===== config.mk =====
export PLATFORM = sky130hd
export DESIGN_NAME = irq_ctrl
export DESIGN_NICKNAME = d
export VERILOG_FILES = /design/src/rtl/irq_ctrl.sv
export SDC_FILE = /design/constraint.sdc
export NUM_CORES = 1
export LEC_CHECK = 0
export BUFFER_PORTS_ARGS = -buffer_cell sky130_fd_sc_hd__buf_4
export CELL_PAD_IN_SITES_DETAIL_PLACEMENT = 0
export CELL_PAD_IN_SITES_GLOBAL_PLACEMENT = 1
export CORE_AREA = 2 2 123 125
export DETAILED_ROUTE_END_ITERATION = 8
export DIE_AREA = 0 0 125 127
export GPL_ROUTABILITY_DRIVEN = 1
export PLACE_DENSITY_LB_ADDON = 0.1
export REMOVE_ABC_BUFFERS = 1
export SLEW_MARGIN = 20
export SYNTH_ARGS = -nofsm -noshare
export SYNTH_HDL_FRONTEND = slang
export SYNTH_SLANG_ARGS = --single-unit

===== constraint.sdc =====
create_clock -name clk -period 17.69 [get_ports clk]
set_clock_uncertainty 0.05 [all_clocks]
set_input_delay 3.538 -clock clk [delete_from_list [all_inputs] [get_ports clk]]
set_output_delay 3.538 -clock clk [all_outputs]
set_load 0.005 [all_outputs]

===== src/rtl/irq_ctrl.sv =====
// Nesting priority interrupt controller: edge-detected pending bits, per-source
// enable/priority, a registered highest-priority offer and a saved-priority stack.
module irq_ctrl #(
  parameter int NumIrq     = 8,
  parameter int PrioWidth  = 3,
  parameter int StackDepth = 4
) (
  input  logic                      clk,
  input  logic                      reset,
  input  logic [NumIrq-1:0]         irq_in,
  output logic [NumIrq-1:0]         irq_clear,
  input  logic                      cfg_we,
  input  logic [$clog2(NumIrq)-1:0] cfg_idx,
  input  logic                      cfg_enable,
  input  logic [PrioWidth-1:0]      cfg_prio,
  output logic                      req_valid,
  output logic [$clog2(NumIrq)-1:0] req_id,
  output logic [PrioWidth-1:0]      req_prio,
  input  logic                      take,
  input  logic                      done,
  output logic [PrioWidth-1:0]      run_prio
);

  localparam int IdW    = $clog2(NumIrq);
  localparam int DepthW = $clog2(StackDepth + 1);
  localparam int SlotW  = (StackDepth > 1) ? $clog2(StackDepth) : 1;

  logic [NumIrq-1:0]    irq_p0;
  logic [NumIrq-1:0]    irq_p1;
  logic [NumIrq-1:0]    pending;
  logic [NumIrq-1:0]    enable;
  logic [PrioWidth-1:0] prio [NumIrq];
  logic [PrioWidth-1:0] stack [StackDepth];
  logic [DepthW-1:0]    depth;

  logic [NumIrq-1:0]    rise;
  logic [NumIrq-1:0]    clr_mask;
  logic                 take_eff;
  logic                 full;
  logic                 best_found;
  logic [IdW-1:0]       best_id;
  logic [PrioWidth-1:0] best_prio;
  logic [SlotW-1:0]     push_slot;
  logic [SlotW-1:0]     pop_slot;

  assign rise      = irq_p0 & ~irq_p1;
  assign take_eff  = take & req_valid;
  assign clr_mask  = take_eff ? (NumIrq'(1) << req_id) : '0;
  assign full      = (depth == DepthW'(StackDepth));
  assign push_slot = SlotW'(depth);
  assign pop_slot  = SlotW'(depth - DepthW'(1));

  // Arbitration: strict '>' against the running best keeps the lowest index on ties.
  always_comb begin
    best_found = 1'b0;
    best_id    = '0;
    best_prio  = '0;
    for (int i = 0; i < NumIrq; i++) begin
      if (pending[i] && enable[i] && (prio[i] != '0) && (prio[i] > run_prio) &&
          (prio[i] > best_prio)) begin
        best_found = 1'b1;
        best_id    = IdW'(i);
        best_prio  = prio[i];
      end
    end
  end

  always_ff @(posedge clk) begin
    if (reset) begin
      irq_p0    <= '0;
      irq_p1    <= '0;
      pending   <= '0;
      enable    <= '0;
      depth     <= '0;
      run_prio  <= '0;
      req_valid <= 1'b0;
      req_id    <= '0;
      req_prio  <= '0;
      irq_clear <= '0;
      for (int i = 0; i < NumIrq; i++) prio[i] <= '0;
      for (int i = 0; i < StackDepth; i++) stack[i] <= '0;
    end else begin
      // Stage p0 samples the lines, p1 holds the previous sample for edge detection.
      irq_p0  <= irq_in;
      irq_p1  <= irq_p0;
      // A new edge landing on the take cycle must survive the clear.
      pending <= (pending & ~clr_mask) | rise;

      if (cfg_we && (int'(cfg_idx) < NumIrq)) begin
        enable[cfg_idx] <= cfg_enable;
        prio[cfg_idx]   <= cfg_prio;
      end

      // Offer stage: suppressed on the take cycle and while the stack is full.
      req_valid <= best_found && !full && !take_eff;
      req_id    <= best_id;
      req_prio  <= best_prio;
      irq_clear <= clr_mask;

      if (take_eff && done) begin
        run_prio <= req_prio;
      end else if (take_eff) begin
        stack[push_slot] <= run_prio;
        depth            <= depth + DepthW'(1);
        run_prio         <= req_prio;
      end else if (done && (depth != '0)) begin
        run_prio <= stack[pop_slot];
        depth    <= depth - DepthW'(1);
      end
    end
  end

endmodule


==> metrics.md <==
| Metric | Value |
|---|---|
| Status | `complete, no violations` |
| CP Capture Point | `req_valid$_SDFF_PP0_` |
| Postcts setup bufs | `0` |
| Most Frequent Cell on Critical Path | `ha_1` |
| Die Ht | `roughly 130 um` |
| Post-synth ARST share | `0%` |
| CP peak stage delay | `just over 0.6 ns` |
| Post-CTS sizing | `0` |
| CORE AREA | `between 10000 and 15000 um^2` |
| Clock tree sinks | `89` |
| Num rows | `44` |
| Register clock-pin slew on the reported worst setup and hold paths | `around 0.07 ns` |
| CP required | `around 18 ns` |
| Final instance area | `approximately 5700 um^2` |
| CP max FO | `12` |
| CTS tree | `yes` |
| Clock Path Buffers | `2` |
| Clk_lat worst skew | `approximately 0.34 ns` |
| Post-synth EDFFs | `36` |
| Unrepaired setup endpoints after global routing | `no` |
| Filler cells | `approximately 1400` |
| Pre-antenna DRT Iters | `4` |
| Top cells by count, synth | `dfxtp_1 (53), nand2_1 (41), ha_1 (40)` |
| Yosys cell types | `70` |
| DR iter-0 viols | `188` |
| Vias | `around 3800` |
| Post-DP HPWL | `around 9.3 mm` |
| Most frequent cell after synthesis | `dfxtp_1` |
| Mapped cell area | `~5000 um^2` |
| Die area | `15900 um^2` |
| VDD IR max | `66.9 uV` |
| Post-layout nets | `just over 600` |
| Multi-input logic area | `between 2000 and 3000 um^2` |
| Num CTS Buffers | `9` |
| Syn Area/Cell | `9.59 um^2` |
| WP data arrival | `~11 ns` |
| # diodes | `0` |
| PortBufs | `37` |
| Reg-to-reg endpoint | `req_valid$_SDFF_PP0_` |
| # hold bufs at CTS | `0` |
| Startpoint types | `register` |
| Dominant synthesized flop cell | `dfxtp_1` |
| Synth area leader | `edfxtp_1` |
| P per Cell Area | `approximately 91 nW/um^2` |
| Crit end category | `register` |
| Yosys warns | `0` |
| Period utilisation layout | `62.2%` |
| Max-cap violations | `0` |
| Initial antenna violation count | `0` |
| DRC Markers | `0` |
| IO Count | `38` |
| Total length of routed wires | `around 12 mm` |
| Largest net degree at the start of global routing | `between 50 and 60` |
| Setup violations, final | `0` |
| #FFs+latches synth | `between 80 and 90` |
| Register area share after synthesis | `a little over two fifths` |
| Synth top area share | `between 20% and 30%` |
| H-tree lvl count | `3` |
| Measured slew at the worst slew-check pin | `0.804 ns` |
| Gate Count Post-Synth | `roughly 520` |
| Finished Core Util | `between 30 and 40%` |
| Layout cells sized above 1 | `between 10% and 20%` |
| Number of global-route vias before repair | `between 3000 and 4000` |
| Placed instance area | `5430 um^2` |
| GP Congestion | `between 0.8 and 0.9` |
| Register area | `roughly 2100 um^2` |
| DR WL/cell | `approximately 17 um` |
| Kind of critical path | `reg -> reg` |
| Layout area overhead | `14.8%` |
| Leakage | `between 2 and 2.5 nW` |
| Min Tclk post-route | `between 10 and 15 ns` |
| Final WS setup | `6.69 ns` |
| Max Freq | `slightly above 0.09 GHz` |
| First-pass GRT wire length | `roughly 20 mm` |
| Critical-path top delay cell | `o221ai_1` |
| Largest cells by area after synthesis | `edfxtp_1 (22%), dfxtp_1 (21%), ha_1 (10%)` |
| Antenna viol nets, final | `0` |
| Max Slew Vio Count | `0` |
| R2R cell count | `49` |
| FF-to-FF setup slack | `about 6.7 ns` |
| Overflow after GRT | `0` |
| RR Startpoint | `run_prio[1]$_SDFFE_PP0P_` |
| Setup crit start | `run_prio[1]$_SDFFE_PP0P_` |
| Starting Density | `approximately a third` |
| GRT Total Usage | `between 10% and 20%` |
| Place WS | `between 6 and 7 ns` |
| Endpoints failing hold | `0` |
| Relative slew slack | `between 40% and 50%` |
| HP Class | `reg -> reg` |
| Clock root buffer master | `clkbuf_16` |
| Final setup TNS | `0 ns` |
| Die W | `~130 um` |
| Via-to-Cell Ratio | `roughly 5.1` |
-- worst min-delay path by stage --
stage | from | endpoint | slack [ns] | depth (start not counted)
after floorplan | irq_p0[0]$_SDFF_PP0_ | pending[0]$_SDFF_PP0_ | 0.38 | 2
after global placement | irq_p0[4]$_SDFF_PP0_ | pending[4]$_SDFF_PP0_ | 0.40 | 2
final | irq_p0[6]$_SDFF_PP0_ | irq_p1[6]$_SDFF_PP0_ | 0.41 | 1
after global routing | irq_p0[3]$_SDFF_PP0_ | irq_p1[3]$_SDFF_PP0_ | 0.43 | 1
after detailed placement | irq_p0[3]$_SDFF_PP0_ | irq_p1[3]$_SDFF_PP0_ | 0.41 | 1
after CTS | irq_p0[6]$_SDFF_PP0_ | irq_p1[6]$_SDFF_PP0_ | 0.42 | 1
-- worst max-delay path, delay by kind of cell, from the launching register on --
kind / cells / cell delay [ns]
AOI/OAI and AO/OA: 19 / 3.97
adders and majority gates: 8 / 2.29
buffers and inverters: 2 / 0.47
DFF: 1 / 0.33
muxes: 2 / 0.62
and+or+nand+nor: 18 / 3.08
-- metrics by stage --
step,std cells,hold slack [ns],total power [mW]
finish,741,0.415,0.519
global route,741,0.432,0.550
CTS,741,0.418,0.527
detailed placement,725,0.409,0.346
global placement,725,0.400,0.344
floorplan,502,0.384,0.309
-- power breakdown --
part	switching, mW	internal, mW	leakage, nW	total (mW)
combinational	0.0582	0.0420	1.33	0.100
clock	0.0809	0.0972	0.140	0.178
sequential	0.0148	0.225	0.789	0.240
total	0.154	0.365	2.26	0.519
-- layout make-up --
| type | count | share of cell area, % |
|---|---|---|
| Inverter | 33 | 2.17 |
| Clock inverter | 6 | 0.856 |
| Clock buffer | 10 | 4.01 |
| Sequential cell | 89 | 37.6 |
| Multi-Input combinational cell | 380 | 46.2 |
| Timing Repair Buffer | 39 | 5.13 |
| Tap cell | 184 | 4.04 |
-- registers in the layout (all words and copies together) (netlist names), 8 cells and up --
name / cells
irq_p0: 8
prio: 24
stack: 12
irq_clear: 8
pending: 8
irq_p1: 8
enable: 8
-- layout by cell type, fill, tap and decap left out, types with 3 or more instances in the layout --
cell type / synthesis / layout
o21bai_1: 4 / 4
nor3_2: 3 / 3
inv_1: 33 / 33
a21oi_1: 32 / 32
nor2_1: 37 / 37
o21ai_0: 21 / 21
nand2_1: 41 / 41
nand3_1: 17 / 17
o21a_1: 6 / 6
nand2b_1: 13 / 13
nor3b_1: 3 / 3
nor3_1: 13 / 13
dfxtp_1: 53 / 53
nor2b_1: 22 / 22
nor4_1: 6 / 6
ha_1: 40 / 40
mux4_2: 3 / 3
a31oi_1: 4 / 4
a311oi_1: 3 / 3
a31o_2: 7 / 7
edfxtp_1: 36 / 36
nand3b_1: 5 / 5
o211ai_1: 3 / 3
a21o_1: 6 / 6
and2_1: 31 / 31
and3_1: 4 / 4
a32o_1: 3 / 3
buf_4: 0 / 39
clkbuf_16: 0 / 9
or2_2: 6 / 6
-- layer usage --
layer  vias to the layer above  track usage [%]  wire [um]
met5                         -                0          0
met4                         0             4.71        158
met3                         8             3.64        378
met2                        53             24.6       5470
met1                      1759             22.6       6260
li1                       1932                -          -
-- cells by family (layout without fill, tap and decap cells) --
kind of cell	Yosys count	count (layout)	share of synthesized area, %
simple gates	213	213	22.9
compound gates	119	119	17.7
flops	89	89	43.1
buf+inv	49	88	3.85
fa+ha+maj	41	41	10.3
mux	6	6	1.99
xor+xnor	1	1	0.176
Note: power is estimated with default switching activity, not from simulation.
